==> src/rtl/yari_pkg.sv <==
// Shared definitions for the yari pipeline controller.
// Holds the controller state encoding and the default vectors and widths.
// No logic lives here; the default vectors can be overridden per instance.
package yari_pkg;

  typedef enum logic [1:0] {
    ST_RESET  = 2'd0,
    ST_BOOT   = 2'd1,
    ST_RUN    = 2'd2,
    ST_MASKED = 2'd3
  } state_t;

  localparam int          DEF_PCW     = 32;
  localparam logic [31:0] DEF_BOOT_PC = 32'hBFC0_0000;
  localparam logic [31:0] DEF_IRQ_PC  = 32'h8000_0180;
  localparam int          RCNT_W      = 16;

endpackage

==> src/rtl/pipectl_prio.sv <==
// Highest-index restart select: the winning stage's PC and the mask of younger stages to squash.
// Purely combinational, zero latency.
// No backpressure; the result follows the request bits in the same cycle.
module pipectl_prio #(
  parameter int STAGES = 4,
  parameter int PCW    = 32
) (
  input  logic [STAGES-1:0]     i_req,
  input  logic [STAGES*PCW-1:0] i_pc,
  output logic                  o_any,
  output logic [PCW-1:0]        o_pc,
  output logic [STAGES-1:0]     o_flush
);

  // Walk from the youngest up; the last set bit seen is the oldest requester and wins.
  always_comb begin
    o_any   = 1'b0;
    o_pc    = '0;
    o_flush = '0;
    for (int k = 0; k < STAGES; k++) begin
      if (i_req[k]) begin
        o_any = 1'b1;
        o_pc  = i_pc[k*PCW +: PCW];
        for (int j = 0; j < STAGES; j++) begin
          o_flush[j] = (j < k);
        end
      end
    end
  end

endmodule

==> src/rtl/yari_pipectl.sv <==
// Pipeline control: boot sequencing, stage restarts and interrupt take for a fetch redirect.
// Redirect/flush are combinational (zero latency); irq_ack and epc update one edge after a take.
// No backpressure; kill holds fetch idle through the boot delay and the boot redirect.
module yari_pipectl
  import yari_pkg::*;
#(
  parameter int             STAGES     = 4,
  parameter int             BOOT_DELAY = 8,
  parameter int             PCW        = DEF_PCW,
  parameter logic [PCW-1:0] BOOT_PC    = PCW'(DEF_BOOT_PC),
  parameter logic [PCW-1:0] IRQ_PC     = PCW'(DEF_IRQ_PC)
) (
  input  logic                  clock,
  input  logic                  rst,
  input  logic [STAGES-1:0]     stage_restart,
  input  logic [STAGES*PCW-1:0] stage_restart_pc,
  input  logic                  oldest_valid,
  input  logic [PCW-1:0]        oldest_pc,
  input  logic                  irq_req,
  input  logic                  irq_enable,
  output logic                  kill,
  output logic                  restart,
  output logic [PCW-1:0]        restart_pc,
  output logic [STAGES-1:0]     flush,
  output logic                  irq_ack,
  output logic [PCW-1:0]        epc,
  output logic                  booted,
  output logic [RCNT_W-1:0]     restart_count
);

  localparam int CW = (BOOT_DELAY > 1) ? $clog2(BOOT_DELAY) : 1;

  state_t              r_state;
  state_t              w_state_nxt;
  logic [CW-1:0]       r_dly;
  logic                r_irq_ack;
  logic [PCW-1:0]      r_epc;
  logic [RCNT_W-1:0]   r_rcnt;

  logic                w_any;
  logic [PCW-1:0]      w_sel_pc;
  logic [STAGES-1:0]   w_sel_flush;
  logic                w_take;

  pipectl_prio #(
    .STAGES (STAGES),
    .PCW    (PCW)
  ) u_prio (
    .i_req   (stage_restart),
    .i_pc    (stage_restart_pc),
    .o_any   (w_any),
    .o_pc    (w_sel_pc),
    .o_flush (w_sel_flush)
  );

  // Next state and redirect outputs; rst overrides everything so an in-flight boot or take is dropped.
  always_comb begin
    w_state_nxt = r_state;
    kill        = 1'b1;
    restart     = 1'b0;
    restart_pc  = '0;
    flush       = '0;
    w_take      = 1'b0;
    case (r_state)
      ST_RESET: begin
        if (r_dly == CW'(BOOT_DELAY - 1)) w_state_nxt = ST_BOOT;
      end
      ST_BOOT: begin
        restart     = 1'b1;
        restart_pc  = BOOT_PC;
        flush       = '1;
        w_state_nxt = ST_RUN;
      end
      ST_RUN: begin
        kill = 1'b0;
        if (w_any) begin
          restart    = 1'b1;
          restart_pc = w_sel_pc;
          flush      = w_sel_flush;
        end else if (irq_req && irq_enable && oldest_valid) begin
          // A stage restart in the same cycle wins; a held request is retaken next cycle.
          w_take      = 1'b1;
          restart     = 1'b1;
          restart_pc  = IRQ_PC;
          flush       = '1;
          w_state_nxt = ST_MASKED;
        end
      end
      ST_MASKED: begin
        kill = 1'b0;
        if (w_any) begin
          restart    = 1'b1;
          restart_pc = w_sel_pc;
          flush      = w_sel_flush;
        end
        if (!irq_enable) w_state_nxt = ST_RUN;
      end
      default: w_state_nxt = ST_RESET;
    endcase
    if (rst) begin
      w_state_nxt = ST_RESET;
      kill        = 1'b1;
      restart     = 1'b0;
      restart_pc  = '0;
      flush       = '0;
      w_take      = 1'b0;
    end
  end

  // State, boot delay counter, interrupt capture and saturating restart counter.
  always_ff @(posedge clock) begin
    if (rst) begin
      r_state   <= ST_RESET;
      r_dly     <= '0;
      r_irq_ack <= 1'b0;
      r_epc     <= '0;
      r_rcnt    <= '0;
    end else begin
      r_state <= w_state_nxt;
      if (r_state == ST_RESET && w_state_nxt == ST_RESET) r_dly <= r_dly + 1'b1;
      else                                                r_dly <= '0;
      r_irq_ack <= w_take;
      if (w_take) r_epc <= oldest_pc;
      if (restart && r_rcnt != '1) r_rcnt <= r_rcnt + 1'b1;
    end
  end

  assign irq_ack       = r_irq_ack & ~rst;
  assign epc           = rst ? '0 : r_epc;
  assign restart_count = rst ? '0 : r_rcnt;
  assign booted        = ~rst & ((r_state == ST_RUN) || (r_state == ST_MASKED));

endmodule
==> config.mk <==
export PLATFORM = sky130hd
export DESIGN_NAME = yari_pipectl
export DESIGN_NICKNAME = d
export VERILOG_FILES = /design/src/rtl/yari_pkg.sv /design/src/rtl/pipectl_prio.sv /design/src/rtl/yari_pipectl.sv
export SDC_FILE = /design/constraint.sdc
export NUM_CORES = 1
export LEC_CHECK = 0
export CAP_MARGIN = 25
export CORE_UTILIZATION = 35
export CTS_CLUSTER_DIAMETER = 150
export DETAILED_ROUTE_END_ITERATION = 8
export PLACE_DENSITY = 0.84
export SYNTH_ARGS = -nofsm -noshare
export SYNTH_HDL_FRONTEND = slang
export SYNTH_SLANG_ARGS = --single-unit
==> constraint.sdc <==
create_clock -name clock -period 2.2 [get_ports clock]
set_input_delay 0.33 -clock clock [delete_from_list [all_inputs] [get_ports clock]]
set_output_delay 0.33 -clock clock [all_outputs]
set_load 0.1 [all_outputs]
==> flow_results.org <==
** Status
- Status :: complete, no violations

** Placed design
- Input/output buffers :: approximately 260
- Once detailed placement completed, the half-perimeter wirelength came to roughly 13,000 um.
- Placed cell areas :: between 7000 and 8000 sq um
- The congestion estimate from routability-driven global placement came to 0.901.
- Once placement completed, the tool counted placed cells totaling 812.

** Clock tree
- The clock passes through at most 2 buffers.
- Clock transition at the registers of the reported paths :: 0.10 ns
- TritonCTS clock tree :: built
- In this run the post-CTS setup repair buffer count came out at 0.
- CTS Buf Count :: 5
- Number of buffers inserted by hold repair at cts :: 0
- H-tree levels :: 2
- Clock Sinks :: 54
- Clock Latency Late Sink :: slightly above 0.3 ns
- The tree is rooted in a clkbuf_8.

** GRT
- Via count of the first global-routing pass :: between 4,000 and 5,000
- Across every metal layer, demand over resource in global routing totals between 20 and 30%.
- Entering global routing, the biggest net connects 66 pins.
- Wire length of the first global-routing pass :: around 24,000 um
- Number of antenna violations at the first check in global routing :: 3
- Congestion Overflow GR :: 0

** Synthesis
- Synthesis instantiated 50 different standard cells from the library.
- Yosys top cell area share :: just over 30%
- The synthesized design spends more area on one cell type than any other, namely dfxtp_1.
- After synthesis the netlist holds a flip-flop and latch count of 54.
- In the post-synthesis netlist, the cell with the most instances is nor2b_1.
- Total of warnings raised by yosys :: 0
- Total nets after synthesis :: approximately 610
- Synthesized instance count :: between 400 and 500
- A synthesized cell averages approximately 8.1 sq um.
- Ys async rst share :: 0%
- The share of the Yosys chip area taken by registers is ~30%.
- Top cell types by occurrence after synthesis :: nor2b_1, dfxtp_1, a21oi_1
- Leading post-synthesis cells by cell area :: dfxtp_1, nor2b_1, mux2_2
- Post-Synthesis Cell Area :: roughly 3500 sq um
- Among all flip-flop cells after synthesis, the most frequent one is dfxtp_1.
- Post-synth EDFFs :: 0

** Setup path
- Of all nets on the critical path, the largest fanout is 13.
- Critical path type :: input port to output port
- Start of the worst register-to-register path :: r_state[0]
- Ordered cell list for the critical path :: clkdlybuf4s15_1, nor2b_4, buf_4, a221oi_2, nor3_2, a21oi_2, buf_4, nor2_4, buf_12
- The worst register-to-register path has a setup slack of 0.23 ns.
- On the critical path, the stage with the largest delay is an instance of a221oi_2.
- Worst Reg-to-Reg Cells :: 5
- Data required time of the critical path :: 1.87 ns
- Critical Path Source Type :: input port
- Arrival time of data at the critical path endpoint :: 1.84 ns
- Critical Path Sink Type :: output port
- Endpoint of the lowest-slack register-to-register path :: r_rcnt[15]
- Delay of the slowest critical-path stage :: about 0.35 ns
- Most frequent cell on the critical path :: buf_4

** Floorplanning
- The die covers about 10,000 sq um.
- From left edge to right edge, the die measures just over 100 um.
- For this design the top-level I/O count stands at 257.
- For this configuration, the core starts out at a cell density of 36.1%.
- Std cell rows :: 36
- After floorplanning, the core was sized to cover 9770 sq um.
- From bottom edge to top edge, the die measures 102 um.

** Final layout
- Register area :: 1080 sq um
- For this run, the share of the core covered by cells in the final layout is around four fifths.
- With fillers left out, the area of the finished cells amounts to ~7800 sq um.
- In the final design database the tool counted approximately 860 nets.
- Layout cells sized above 1 :: between 30% and 40%
- Area of the multi-input gates :: about 2700 sq um
- Finished Layout Cells :: around 820
- Syn-to-layout area delta :: 121%
- Number of fill cells :: between 500 and 600

** STA
- WHS :: roughly 0.44 ns
- Fin. max-slew vios :: 0
- Between clock sinks in the finished design, the worst skew comes to 0.0104 ns.
- Shortest period the worst path allows :: around 2.2 ns
- Setup violations remaining at the end of the flow were counted as 0.
- Achievable Freq :: about 460 MHz
- At the pin with the least slew margin, the transition time is 0.566 ns.
- The hold violation count in the final report came to 0.
- Dividing the final minimum period by the clock period gives 98.5%.
- Setup repair after global routing could not meet its margin everywhere.
- Slew Limit Headroom :: around three fifths

** Worst hold path
- Worst Hold Path EP :: r_state[1]
- Worst Hold Depth :: 3
- Kind of path behind the tightest hold check :: input port to flip-flop
- The startpoint identified for the worst hold timing path is rst.

** Detailed routing
- The routed design has 16,200 um of wire.
- In this run, the number of DRC markers left after iteration 0 of detailed routing was between 150 and 200.
- After detailed routing, the number of remaining DRC violations is 0.
- The count of nets left with antenna violations once routing finished came out at 0.
- Routed wire per std cell :: between 15 and 20 um
- Vias after detailed routing :: between 4,000 and 5,000
- First-pass iteration count of the detailed router :: 4
- Via density :: about 5.3

** Power
- Total power for the finished layout comes to ~2.3 mW.
- Power spread over the standard cell area amounts to around 300 nW/um^2.
- Max IR drop VDD :: roughly 0.45 mV
- P_leak :: 2.89 nW

** Run
- Across the run, the number of max-cap violations was 0.
logic make-up after synthesis:
kind of cell	Yosys count	share of synthesized area (%)
and+or+nand+nor	192	30.7
AOI/OAI and AO/OA	96	18.4
DFF	54	30.6
buffers and inverters	47	5.74
muxes	41	13.0
adders and majority gates	3	1.06
xor gates and xnor gates	2	0.496
worst max path at each step:
| stage | cells past startpoint | slack, ns | endpoint | from |
|---|---|---|---|---|
| 4_1_cts | 8 | 0.007 | restart_pc[28] | stage_restart[0] |
| 3_5_place_dp | 8 | -0.39 | restart_pc[14] | stage_restart[0] |
| 5_1_grt | 9 | -0.03 | restart_pc[10] | stage_restart[0] |
| 2_1_floorplan | 4 | -0.44 | restart_pc[8] | stage_restart[3] |
| 6_report | 9 | 0.03 | restart_pc[10] | stage_restart[0] |
| 3_3_place_gp | 8 | -0.25 | restart_pc[14] | stage_restart[0] |
worst max-delay path, delay by kind of cell:
| family | cells | cell delay [ns] |
|---|---|---|
| AND/OR/NAND/NOR | 3 | 0.29 |
| buffers and inverters | 4 | 0.73 |
| AO/OA/AOI/OAI | 2 | 0.48 |
flip-flops by register name (all words and copies together) (netlist names):
signal and flops:
r_epc 32, r_rcnt 16, r_state 2, r_irq_ack 1
r_dly 3
placed cells by master, fill, tap and decap left out, types with 3 or more instances in the layout:
master           count
diode_2              3
nor3_1              29
a221oi_1            27
dfxtp_1             54
nor2b_1             33
and2_1               4
buf_12              93
buf_2                3
ha_1                 3
nor2_1              18
and3_1               4
clkdlybuf4s50_1    160
nand4_1              6
o21ai_0              4
a21oi_2              4
nand2_1              8
nor2b_2             41
a21oi_1             32
a21oi_4             11
buf_4               17
inv_1                8
buf_6                3
nor2_4              22
and4_1               4
nand3_1              6
mux2_2              38
clkbuf_8             5
through the flow:
stage          worst slack, ns  TNS (ns)
2_1_floorplan           -0.443    -0.569
3_3_place_gp            -0.247     -6.87
3_5_place_dp            -0.389     -9.36
4_1_cts                0.00734         0
5_1_grt                -0.0316   -0.0316
6_report                0.0340         0
power breakdown:
part	internal [mW]	switching, mW
Combinational	0.372	0.257
Clock	0.340	0.327
Sequential	0.982	0.00346
layer usage:
metal,vias up,wire length [um],part of all wire (%),global-route usage [%]
li1,2064,-,-,-
met1,1999,5630,35,29.2
met2,232,8250,51,55.5
met3,56,1530,9.4,9.44
met4,2,745,4.6,15.2
met5,-,10,0.062,0
final cells by class:
cell class                 instances  share of cell area (%)
multi-input combinational        334                    34.8
clock inverter                     2                   0.480
tap                              133                    2.13
timing repair buffer             281                    47.2
sequential                        54                    13.8
inverter                          10                   0.528
antenna                            3                  0.0960
clock buffer                       6                   0.928
what timing repair did:
| action | CTS | global route |
|---|---|---|
| gates resized for setup | 15 | 9 |
| setup endpoints to repair | 37 | 25 |
| pin swaps | 3 | 1 |
No activity file was read; power rests on OpenSTA's default activity.
